### config.mk
export PLATFORM = sky130hd
export DESIGN_NAME = score_register_bank_flat
export DESIGN_NICKNAME = d
export VERILOG_FILES = /design/src/rtl/score_pkg.sv /design/src/rtl/score_register_bank_if.sv /design/src/rtl/score_ring_mem.sv /design/src/rtl/score_register_bank.sv /design/src/flat_wrapper.sv
export SDC_FILE = /design/constraint.sdc
export NUM_CORES = 1
export LEC_CHECK = 0
export ABC_AREA = 1
export CAP_MARGIN = 20
export CORE_UTILIZATION = 44
export DETAILED_ROUTE_END_ITERATION = 8
export HOLD_SLACK_MARGIN = 0.12
export PLACE_DENSITY = 0.59
export SLEW_MARGIN = 25
export SYNTH_ARGS = -nofsm -noshare
export SYNTH_HDL_FRONTEND = slang
export SYNTH_SLANG_ARGS = --single-unit
### constraint.sdc
create_clock -name Clock -period 7.6 [get_ports Clock]
set_input_delay 1.52 -clock Clock [delete_from_list [all_inputs] [get_ports Clock]]
set_output_delay 1.52 -clock Clock [all_outputs]
set_load 0.1 [all_outputs]
### src/rtl/score_pkg.sv
// Shared defaults for the reaction-time score bank: result width, history depth,
// and the "no best yet" value.
package score_pkg;

    localparam int RESULT_W      = 13;
    localparam int HISTORY_DEPTH = 8;

    localparam logic [RESULT_W-1:0] BEST_INIT = {RESULT_W{1'b1}};

endpackage : score_pkg

### src/rtl/score_register_bank_if.sv
// Push/read bus between the reaction timer (master) and the score bank (slave).
// Push is fire-and-forget with no backpressure; reads are age-indexed.
interface score_register_bank_if #(
    parameter int WIDTH = score_pkg::RESULT_W,
    parameter int DEPTH = score_pkg::HISTORY_DEPTH
);
    localparam int PTR_W = $clog2(DEPTH);
    localparam int SUM_W = WIDTH + $clog2(DEPTH + 1);

    logic             Push;
    logic [WIDTH-1:0] PushData;
    logic [PTR_W-1:0] RdAddr;
    logic [WIDTH-1:0] RdData;
    logic [PTR_W:0]   Count;
    logic             Full;
    logic [SUM_W-1:0] Sum;
    logic [WIDTH-1:0] Best;
    logic             BestValid;

    modport master (
        output Push, PushData, RdAddr,
        input  RdData, Count, Full, Sum, Best, BestValid
    );

    modport slave (
        input  Push, PushData, RdAddr,
        output RdData, Count, Full, Sum, Best, BestValid
    );

endinterface : score_register_bank_if

### src/rtl/score_ring_mem.sv
// DEPTH x WIDTH result storage: one synchronous write port, two async read ports.
// Out-of-range read indices (non-power-of-2 DEPTH) return zero.
module score_ring_mem #(
    parameter int WIDTH = score_pkg::RESULT_W,
    parameter int DEPTH = score_pkg::HISTORY_DEPTH,
    parameter int PTR_W = $clog2(DEPTH)
) (
    input  logic             clk,
    input  logic             wr_en,
    input  logic [PTR_W-1:0] wr_idx,
    input  logic [WIDTH-1:0] wr_dat,
    input  logic [PTR_W-1:0] rd_idx,
    output logic [WIDTH-1:0] rd_dat,
    input  logic [PTR_W-1:0] ev_idx,
    output logic [WIDTH-1:0] ev_dat
);
    import score_pkg::*;

    localparam logic [PTR_W:0] DEPTH_X = (PTR_W + 1)'(DEPTH);

    logic [WIDTH-1:0] mem [DEPTH];

    always_ff @(posedge clk) begin
        if (wr_en) begin
            mem[wr_idx] <= wr_dat;
        end
    end

    assign rd_dat = ({1'b0, rd_idx} < DEPTH_X) ? mem[rd_idx] : '0;
    assign ev_dat = ({1'b0, ev_idx} < DEPTH_X) ? mem[ev_idx] : '0;

endmodule : score_ring_mem

### src/rtl/score_register_bank.sv
// Circular history of the last DEPTH results with count, running sum and all-time best.
// Reads have 1-cycle latency and see pre-push state; pushes are never stalled (oldest is overwritten).
module score_register_bank #(
    parameter int WIDTH = score_pkg::RESULT_W,
    parameter int DEPTH = score_pkg::HISTORY_DEPTH
) (
    input  logic                  Clock,
    input  logic                  CLR,
    score_register_bank_if.slave  bus
);
    import score_pkg::*;

    localparam int PTR_W = $clog2(DEPTH);
    localparam int SUM_W = WIDTH + $clog2(DEPTH + 1);
    localparam int IDX_W = PTR_W + 2;

    localparam logic [PTR_W-1:0] LAST_PTR = PTR_W'(DEPTH - 1);
    localparam logic [PTR_W:0]   FULL_CNT = (PTR_W + 1)'(DEPTH);
    localparam logic [IDX_W-1:0] DEPTH_X  = IDX_W'(DEPTH);

    logic [PTR_W-1:0] wr_ptr;
    logic [PTR_W:0]   count;
    logic [SUM_W-1:0] sum;
    logic [WIDTH-1:0] best;
    logic             best_valid;
    logic [WIDTH-1:0] rd_data;

    logic             full;
    logic             wr_en;
    logic [PTR_W-1:0] wr_ptr_next;
    logic [IDX_W-1:0] idx_raw;
    logic [IDX_W-1:0] idx_wrap;
    logic [PTR_W-1:0] rd_idx;
    logic             rd_hit;
    logic [WIDTH-1:0] mem_rd;
    logic [WIDTH-1:0] evict;
    logic [SUM_W-1:0] sum_next;
    logic             best_take;

    assign full  = (count == FULL_CNT);
    assign wr_en = bus.Push && !CLR;

    // Explicit compare rather than natural overflow so non-power-of-2 depths wrap correctly.
    assign wr_ptr_next = (wr_ptr == LAST_PTR) ? '0 : wr_ptr + PTR_W'(1);

    // Age -> physical index: (wr_ptr - 1 - RdAddr) mod DEPTH, biased by DEPTH to stay non-negative.
    // Only meaningful when rd_hit, which guarantees RdAddr < DEPTH so one correction suffices.
    always_comb begin
        idx_raw  = {2'b00, wr_ptr} + DEPTH_X - IDX_W'(1) - {2'b00, bus.RdAddr};
        idx_wrap = idx_raw;
        if (idx_raw >= DEPTH_X) begin
            idx_wrap = idx_raw - DEPTH_X;
        end
        rd_idx = idx_wrap[PTR_W-1:0];
    end

    assign rd_hit = ({1'b0, bus.RdAddr} < count);

    // When full the slot under wr_ptr is the oldest entry and is about to be overwritten.
    always_comb begin
        sum_next = sum + SUM_W'(bus.PushData);
        if (full) begin
            sum_next = sum_next - SUM_W'(evict);
        end
    end

    assign best_take = !best_valid || (bus.PushData < best);

    score_ring_mem #(
        .WIDTH (WIDTH),
        .DEPTH (DEPTH),
        .PTR_W (PTR_W)
    ) u_mem (
        .clk    (Clock),
        .wr_en  (wr_en),
        .wr_idx (wr_ptr),
        .wr_dat (bus.PushData),
        .rd_idx (rd_idx),
        .rd_dat (mem_rd),
        .ev_idx (wr_ptr),
        .ev_dat (evict)
    );

    always_ff @(posedge Clock) begin
        if (CLR) begin
            wr_ptr     <= '0;
            count      <= '0;
            sum        <= '0;
            best       <= {WIDTH{1'b1}};
            best_valid <= 1'b0;
            rd_data    <= '0;
        end else begin
            rd_data <= rd_hit ? mem_rd : '0;
            if (bus.Push) begin
                wr_ptr     <= wr_ptr_next;
                sum        <= sum_next;
                best_valid <= 1'b1;
                if (!full) begin
                    count <= count + (PTR_W + 1)'(1);
                end
                if (best_take) begin
                    best <= bus.PushData;
                end
            end
        end
    end

    assign bus.RdData    = rd_data;
    assign bus.Count     = count;
    assign bus.Full      = full;
    assign bus.Sum       = sum;
    assign bus.Best      = best;
    assign bus.BestValid = best_valid;

endmodule : score_register_bank
### src/flat_wrapper.sv
// flat-port wrapper written by rule: the top's interface ports become plain ports
module score_register_bank_flat import score_pkg::*;
#(
    parameter int WIDTH = score_pkg::RESULT_W,
    parameter int DEPTH = score_pkg::HISTORY_DEPTH
)
  (Clock, CLR, bus_Push, bus_PushData, bus_RdAddr, bus_RdData, bus_Count, bus_Full, bus_Sum, bus_Best, bus_BestValid);
  score_register_bank_if #(.WIDTH(WIDTH), .DEPTH(DEPTH)) bus_i ();
  input  logic Clock;
  input  logic CLR;
  input wire logic [$bits(bus_i.Push)-1:0] bus_Push;
  input wire logic [$bits(bus_i.PushData)-1:0] bus_PushData;
  input wire logic [$bits(bus_i.RdAddr)-1:0] bus_RdAddr;
  output wire logic [$bits(bus_i.RdData)-1:0] bus_RdData;
  output wire logic [$bits(bus_i.Count)-1:0] bus_Count;
  output wire logic [$bits(bus_i.Full)-1:0] bus_Full;
  output wire logic [$bits(bus_i.Sum)-1:0] bus_Sum;
  output wire logic [$bits(bus_i.Best)-1:0] bus_Best;
  output wire logic [$bits(bus_i.BestValid)-1:0] bus_BestValid;
  assign bus_i.Push = bus_Push;
  assign bus_i.PushData = bus_PushData;
  assign bus_i.RdAddr = bus_RdAddr;
  assign bus_RdData = bus_i.RdData;
  assign bus_Count = bus_i.Count;
  assign bus_Full = bus_i.Full;
  assign bus_Sum = bus_i.Sum;
  assign bus_Best = bus_i.Best;
  assign bus_BestValid = bus_i.BestValid;
  score_register_bank #(.WIDTH(WIDTH), .DEPTH(DEPTH)) u_core (.Clock(Clock), .CLR(CLR), .bus(bus_i));
endmodule
==> results of run 1 <==
## metrics by stage
step                      hold slack [ns]  power, mW
after floorplan                     0.532       1.60
after global placement              0.482       1.80
after detailed placement            0.483       1.80
after CTS                           0.497       2.66
after global routing                0.516       2.78
final                               0.494       2.65
## report_power, final
group	total [mW]	leakage [nW]	switching, mW	internal (mW)
Combinational	0.813	2.66	0.573	0.241
Sequential	0.977	1.39	0.0272	0.950
Clock	0.864	0.274	0.349	0.516
Total	2.65	4.32	0.949	1.71
## registers in the layout, indices dropped and copies added, names as in the netlist, named ones only
| register | count |
|---|---|
| u_core.u_mem.mem | 104 |
| u_core.bus.Sum | 17 |
| u_core.bus.Best | 13 |
| u_core.bus.RdData | 13 |
| u_core.bus.Count | 4 |
| u_core.wr_ptr | 3 |
| u_core.bus.BestValid | 1 |
## final timing paths
path / end / slack [ns] / cells past startpoint
max: u_core.bus.Sum[15] / 3.00 / 20
min: u_core.bus.Sum[10] / 0.49 / 2
max reg2reg: u_core.bus.Sum[14] / 3.56 / 21
min reg2reg: u_core.bus.Sum[10] / 0.49 / 2
## placed cells by master, fill, tap and decap left out, drive strengths merged, types with 4 or more instances in the layout
cell type / instances
clkinv: 6
xnor2: 4
edfxtp: 104
nand3b: 4
dfxtp: 54
buf: 12
clkbuf: 18
clkinvlp: 5
nor2: 84
o21ai: 144
clkdlybuf4s50: 67
xor2: 11
o211ai: 26
ha: 43
nand3: 51
nand4: 5
a31oi: 7
nand2: 214
inv: 123
a21oi: 105
## critical path, stage by stage
cell,delay [ns]
clkdlybuf4s50_1,0.71
fa_1,0.58
nand3_1,0.12
nand3_2,0.11
a21oi_1,0.21
xnor2_1,0.12
ha_1,0.36
nand2_1,0.07
inv_1,0.06
nand4_1,0.11
a21boi_0,0.24
nand3_1,0.10
nand2_1,0.12
nand2_2,0.07
nand2_4,0.08
nand3_4,0.08
nand3_1,0.08
nand2_1,0.05
nor2_1,0.08
nor2_1,0.04
## kinds of logic (layout without fill, tap and decap cells)
logic type | after synthesis | in the layout | share of synthesized area
buffers and inverters | 169 | 234 | 0.0756
AND/OR/NAND/NOR | 361 | 361 | 0.175
AO/OA/AOI/OAI | 293 | 293 | 0.183
adder cells (fa/ha/maj) | 46 | 46 | 0.0687
other | 0 | 1 | 0
XOR/XNOR | 15 | 15 | 0.0151
flip-flops | 158 | 158 | 0.483
## per-layer routing
| layer | global-route usage | part of all wire |
|---|---|---|
| met2 | 0.393 | 0.47 |
| met3 | 0.0446 | 0.059 |
| met4 | 0.0939 | 0.023 |
| met1 | 0.327 | 0.45 |
| met5 | 0 | 0 |
## final cells by class
cell class,instances,area share
Antenna cell,1,0.000244
Tap cell,265,0.0324
Timing Repair Buffer,79,0.0743
Clock buffer,18,0.0419
Clock inverter,14,0.0164
Sequential cell,158,0.411
Inverter,123,0.0451
Multi-Input combinational cell,715,0.379
==> results.toml, run 1 <==
[placed_design]
preCtsSetupSlack_ns = 2.56
postPlaceCellArea_mm2 = 0.00964
dp_hpwl_um = 15400
dp.cells = 1340
gp_congestion = 0.869
portBuffers = 67

[drt]
drtAntennaViolNets = 0
drtPass1Iterations = 5
viasPerCell = 5.35
drc = 0
wire_per_inst_um = 17.5
routed_wl_um = 24000
drtIter0Drc = 451
dr_total_vias = 7349

[power]
cellPowerDensity_mw_per_mm2 = 259
p_leak_nw = 4.32
peakVddDrop_uv = 172

[clock_tree]
clockBufferDepth = 2
root_buffer = "clkbuf_16"
clock_latency_ns = 0.43
cts_tree = "done"
cts_setup_buffers = 0
cts_buffers = 17
ctsHoldBuffers = 0
cts.sinks = 158
path_clk_slew_ns = 0.07
cts_resized = 0
ctsHtreeMaxLevel = 4

[die]
die_x_um = 143
initial_utilization = 0.448
rows = 51
die-height_um = 143
die-area_mm2 = 0.0204
boundaryPins = 68
core_area_mm2 = 0.0195

[sta]
setup_viol = 0
worst_pin_slew_ns = 1.07
min_period_ns = 4.60
setup_ws_ns = 3.00
fin_crit_sh = 0.606
grt_setup_unrepaired = "no"
timing.fmax_mhz = 217
finalMaxSlewViolations = 0
hold_viol_final = 0
max_slew_margin = 0.285
tns_ns = 0
skew_ns = 0.0136

[global_routing]
grtUsageTotal = 0.244
antenna_found_initial = 1
first_global_vias = 6406
grt_max_degree = 58
grt_pass1_wl_um = 36200
overflow = 0

[finish]
area_growth_pct = 17.5
multi_input_area_mm2 = 0.00388
ff_latch_area_mm2 = 0.00420
n_fill_cell = 1814
drive_above_1_share = 0.0732
fin_cells = 1373
fin_util = 0.526
fin_nets = 1159
final_area_mm2 = 0.0102

[logic_synthesis]
synth.avg_cell_area_um2 = 8.36
yosys_register_bits = 158
synth_cells = 1042
synth_flop_cell = "edfxtp_1"
synth_area_leaders = "edfxtp_1 36%, dfxtp_1 12%, nand2_1 8.7%"
postSynth.asyncResetShare = 0
ys_seq_area_frac = 0.483
synth.most_common_cell = "nand2_1"
yosysWarningCount = 0
synth_edf_count = 104
ys_top_cells_by_count = "203 x nand2_1, 139 x o21ai_0, 118 x inv_1, 104 x edfxtp_1, 100 x a21oi_1"
yosys.cell_types.count = 42
yosysTopAreaCell = "edfxtp_1"
synth.top_cell.area_share = 0.359
syn_nets = 1107
synth_area_mm2 = 0.00871

[worst_setup_path]
critPathLaunch = "bus_PushData[1]"
required_ns = 7.92
path_max_fanout = 12
arrival_ns = 4.93
crit_path_end_kind = "flop"
start_kind = "input pin"
criticalPathCategory = "in -> reg"

[hold_path]
min-delay-start = "u_core.bus.Sum[10]"
hp-class = "reg -> reg"

[status]
outcome = "finished clean"

[job]
cap_violations = 0
Power figures use the tool's default switching activity.
==> run 2, diff against run 1 <==
clock period = 4.3 ns   (was 7.6 ns; I/O delays follow)
==> results.toml, run 2 (same netlist as run 1, synthesis figures left out) <==
[clock_tree]
ctsHoldBuffers = 0
cts_tree = "done"
cts.sinks = 158
cts_buffers = 17
clock_latency_ns = 0.43
ctsHtreeMaxLevel = 4
root_buffer = "clkbuf_16"
cts_resized = 0
path_clk_slew_ns = 0.07
clockBufferDepth = 2
cts_setup_buffers = 0

[global_routing]
grt_pass1_wl_um = 37900
grtUsageMet1 = 0.336
grt_util_met2 = 0.414
first_global_vias = 6900
antenna_found_initial = 0
met3_usage = 0.0453
grtUsageTotal = 0.255
grt_max_degree = 67
grt_busiest_layer = "met2"
overflow = 0

[die]
boundaryPins = 68
initial_utilization = 0.448
core_area_mm2 = 0.0195
rows = 51
die-area_mm2 = 0.0204
die-height_um = 143
die_x_um = 143

[power]
power_frac_clock = 0.325
switching_share = 0.358
cellPowerDensity_mw_per_mm2 = 453
p_sw_mw = 1.70
combPwrFrac = 0.313
peakVddDrop_uv = 276
internal_power_mw = 3.05
p_leak_nw = 4.52
seqPwrFrac = 0.363

[sta]
tns_ns = 0
max_slew_margin = 0.346
grt_setup_unrepaired = "no"
setup_viol = 0
skew_ns = 0.0104
min_period_ns = 3.75
hold_viol_final = 0
fin_crit_sh = 0.873
timing.fmax_mhz = 266
worst_pin_slew_ns = 0.975
finalMaxSlewViolations = 0

[placed_design]
dp_hpwl_um = 17000
gp_congestion = 0.887
portBuffers = 67
postPlaceCellArea_mm2 = 0.00989

[worst_setup_path]
reg2reg_depth = 20
start_kind = "input pin"
arrival_ns = 4.07
criticalPathCategory = "in -> reg"
crit_path_end = "u_core.bus.Sum[15]"
regToRegEndpoint = "u_core.bus.Sum[15]"
required_ns = 4.62
r2r_slack_ns = 0.89
path_max_fanout = 4
crit_path_end_kind = "flop"
critPathLaunch = "bus_PushData[1]"

[hold_path]
hp-class = "reg -> reg"
min-delay-start = "u_core.bus.Sum[10]"

[status]
outcome = "finished clean"

[drt]
dr_total_vias = 7589
viasPerCell = 5.39
drtAntennaViolNets = 0
drtIter0Drc = 642
wire_per_inst_um = 17.8
drc = 0
drtPass1Iterations = 5
routed_wl_um = 25000

[job]
cap_violations = 0

[finish]
fin_nets = 1195
ff_latch_area_mm2 = 0.00420
antennaDiodeCount = 0
drive_above_1_share = 0.0962
top_register = "u_core.u_mem.mem"
final_area_mm2 = 0.0105
largest_reg_flops = 104
area_growth_pct = 20.3
multi_input_area_mm2 = 0.00385
final_common_cell = "nand2_1"
layout_common_cells = "203 x nand2_1, 138 x o21ai_0, 117 x inv_1"
n_fill_cell = 1796
==> run 2: cell count changes in the layout (fill, tap and decap cells not counted) <==
cell	change
clkinvlp_2	-1
nor2_2	-7
clkbuf_1	+1
clkinv_2	+3
buf_4	+36
o21ai_2	-1
clkinvlp_4	-1
clkdlybuf4s50_1	-1
nor2_4	-1
diode_2	-1
buf_12	+1
nor2_1	+8
o21ai_1	+1
clkinv_1	-2
==> run 2: how the worst min path moves through the flow <==
stage | to | cells after the start
3_5_place_dp | u_core.bus.Sum[10] | 2
4_1_cts | u_core.bus.Sum[10] | 2
3_3_place_gp | u_core.bus.Sum[10] | 2
2_1_floorplan | flop | 2
5_1_grt | u_core.bus.Sum[10] | 2
6_report | u_core.bus.Sum[10] | 2
==> run 2: per-stage QoR <==
| step | util | setup slack, ns | power [mW] | std cells | hold slack (ns) |
|---|---|---|---|---|---|
| final | 0.539 | 0.546 | 4.75 | 1408 | 0.496 |
| after global routing | 0.539 | 0.312 | 4.97 | 1408 | 0.522 |
| after CTS | 0.539 | 0.568 | 4.76 | 1408 | 0.498 |
| after global placement | 0.508 | 0.130 | 3.22 | 1376 | 0.477 |
| after floorplan | - | 0.909 | 2.83 | 1042 | 0.532 |
| after detailed placement | 0.508 | 0.122 | 3.22 | 1376 | 0.485 |
==> run 2: cell type report <==
class,instances,share of cell area
Clock buffer,19,0.0413
Clock inverter,13,0.0155
Inverter,123,0.0440
Multi-Input combinational cell,715,0.367
Sequential cell,158,0.401
Tap cell,265,0.0316
Timing Repair Buffer,115,0.0993
==> run 2: metal layers <==
metal  wire, um  up-vias
met3       1540       39
met4        692        0
li1           -     3712
met1      11200     3592
met5          0        -
met2      11500      246
==> run 2: critical path: stages <==
cell	delay (ns)
clkdlybuf4s50_1	0.59
fa_1	0.52
nand3_1	0.12
nand3_2	0.09
a21oi_1	0.22
xnor2_1	0.12
ha_1	0.36
nand2_1	0.06
inv_1	0.06
nand4_1	0.11
a21boi_0	0.25
nand3_1	0.10
nand2_1	0.13
nand2_2	0.07
nand2_4	0.08
nand3_4	0.08
nand3_1	0.08
nand2_1	0.05
nor2_1	0.08
nor2_1	0.04
==> run 2: power groups by stage <==
stage	Combinational, mW	Sequential, mW	Clock (mW)
2_1_floorplan	0.795	2.04	0
3_3_place_gp	1.47	1.75	0
3_5_place_dp	1.47	1.75	0
4_1_cts	1.48	1.72	1.56
5_1_grt	1.62	1.73	1.62
6_report	1.49	1.72	1.54
==> run 3, diff against run 2 <==
SETUP_SLACK_MARGIN = 0.02   (was default)
==> results of run 3 <==
The final DEF is identical to that of run 2; final timing and power are the same.
==> variant (flow settings as in run 2) <==
Set the package constant `HISTORY_DEPTH` to 16 (it was 8).
--- a/src/rtl/score_pkg.sv
+++ b/src/rtl/score_pkg.sv
@@ -3,7 +3,7 @@
 package score_pkg;
 
     localparam int RESULT_W      = 13;
-    localparam int HISTORY_DEPTH = 8;
+    localparam int HISTORY_DEPTH = 16;
 
     localparam logic [RESULT_W-1:0] BEST_INIT = {RESULT_W{1'b1}};
 
Interface: changed (resized bus_Count, bus_RdAddr and bus_Sum); port bits go from 68 to 71. The function was not compared with the original's and may differ.
==> variant against run 2 <==
Wire length rose by 79%. Sequential power rose by 68%. Synthesized area rose by 65%. Combinational power rose by 28%. Sequential cell count rose by 108. Critical path depth fell by 2. Highest routed layer unchanged. Final area rose by 61%. Largest cell class unchanged. Worst setup slack got worse by 0.17 ns. Power rose by 56%.
==> variant: results (changes against run 2) <==
[status] status complete, no violations [unchanged]
[synth] synthesized area per cell 8.80 sq um [was 8.36 sq um]
[global_route] met3 track demand over resource 0.0338 [was 0.0453]
[global_route] wire length of the first global-routing pass 67800 um [was 37900 um]
[pwr] switching fraction of total power 0.326 [was 0.358]
[synth] most area-consuming cells after synthesis sky130_fd_sc_hd__edfxtp_1, sky130_fd_sc_hd__o21ai_0, sky130_fd_sc_hd__dfxtp_1 [was sky130_fd_sc_hd__edfxtp_1, sky130_fd_sc_hd__dfxtp_1, sky130_fd_sc_hd__nand2_1]
[placed_design] DP Cell Count 2122 [was 1376]
[layout] final-layout fill cell count 2921 [was 1796]
[critical_path] Arrival @ worst endpoint 4.39 ns [was 4.07 ns]
[layout] final cell count without fillers 2175 [was 1408]
[placed_design] # port buffers 70 [was 67]
[clock_tree] maximum buffer depth of the clock tree 3 [was 2]
[placed_design] dpl ws -0.0551 ns [was 0.122 ns]
[global_route] initial antenna violation count 1 [was 0]
[critical_path] Worst Path Max Fanout 6 [was 4]
[route] drt first pass iters 6 [was 5]
[global_route] pin count of the biggest net entering global routing 149 [was 67]
[synth] arithmetic-cell share of the synthesized area counting full adders, half adders and majority gates 0.0460 [was 0.0687]
[clock_tree] clock latency reported for the late side of the worst-skew pair 0.56 ns [was 0.43 ns]
[synth] number of nets in the synthesized netlist 1704 [was 1107]
[synth] most numerous cell types in the synthesized netlist sky130_fd_sc_hd__o21ai_0, sky130_fd_sc_hd__nand2_1, sky130_fd_sc_hd__edfxtp_1 [was sky130_fd_sc_hd__nand2_1, sky130_fd_sc_hd__o21ai_0, sky130_fd_sc_hd__inv_1]
[synth] EDFF count, synth 208 [was 104]
[route] violation count after the first detailed-route iteration 1453 [was 642]
[synth] proportion of synthesized chip area in sequential cells 0.515 [was 0.483]
[sta] final clock skew 0.0137 ns [was 0.0104 ns]
variant: kinds of logic (layout without fill, tap and decap cells):
family                   after synthesis  after routing
AO/OA/AOI/OAI                        505            505
flip-flops                           266            266
XOR/XNOR                              18             18
multiplexers                          26             26
AND/OR/NAND/NOR                      504            504
adder cells (fa/ha/maj)               51             51
buffers and inverters                263            370
variant: power by group through the flow:
stage	logic [W]	registers (W)	clock network [W]
6_report	0.00191	0.00289	0.00262
5_1_grt	0.00208	0.00289	0.00273
4_1_cts	0.00189	0.00288	0.00265
3_5_place_dp	0.00189	0.00294	0
3_3_place_gp	0.00187	0.00294	0
2_1_floorplan	0.00106	0.00321	0
variant: final timing paths:
kind | slack, ns | depth (start not counted) | end | startpoint
worst min-delay path | 0.50 | 2 | u_core.bus.Sum[7] | u_core.bus.Sum[7]
worst max-delay path | 0.38 | 18 | u_core.bus.Sum[13] | bus_PushData[2]
worst max register to register | 0.53 | 18 | u_core.bus.Sum[13] | flop
worst min register to register | 0.50 | 2 | u_core.bus.Sum[7] | u_core.bus.Sum[7]
variant: per-stage QoR:
stage / TNS [ns] / cell area [sq um]
2_1_floorplan: 0 / 14400
3_3_place_gp: -0.0515 / 15900
5_1_grt: 0 / 16900
3_5_place_dp: -0.207 / 15900
6_report: 0 / 16900
4_1_cts: 0 / 16900
variant: cell type report:
| cell class | instances | area, sq um | share of cell area |
|---|---|---|---|
| inverters | 174 | 653 | 0.0387 |
| well taps | 435 | 544 | 0.0322 |
| repair buffers | 143 | 1280 | 0.0760 |
| flip-flops and latches | 266 | 7410 | 0.439 |
| clock buffers | 37 | 882 | 0.0522 |
| multi-input cells | 1104 | 5980 | 0.354 |
| clock inverters | 16 | 134 | 0.00793 |
variant: per-layer routing:
| metal | vias to the layer above | part of all wire |
|---|---|---|
| li1 | 5810 | - |
| met1 | 5771 | 0.45 |
| met2 | 533 | 0.45 |
| met3 | 77 | 0.075 |
| met4 | 0 | 0.025 |
| met5 | - | 0 |
variant: worst max-delay path: cells and delay by family:
kind / cells / cell delay, ns
buffers and inverters: 2 / 0.66
AND/OR/NAND/NOR: 9 / 0.93
XOR/XNOR: 2 / 0.39
adder cells (fa/ha/maj): 2 / 0.85
AO/OA/AOI/OAI: 3 / 0.67
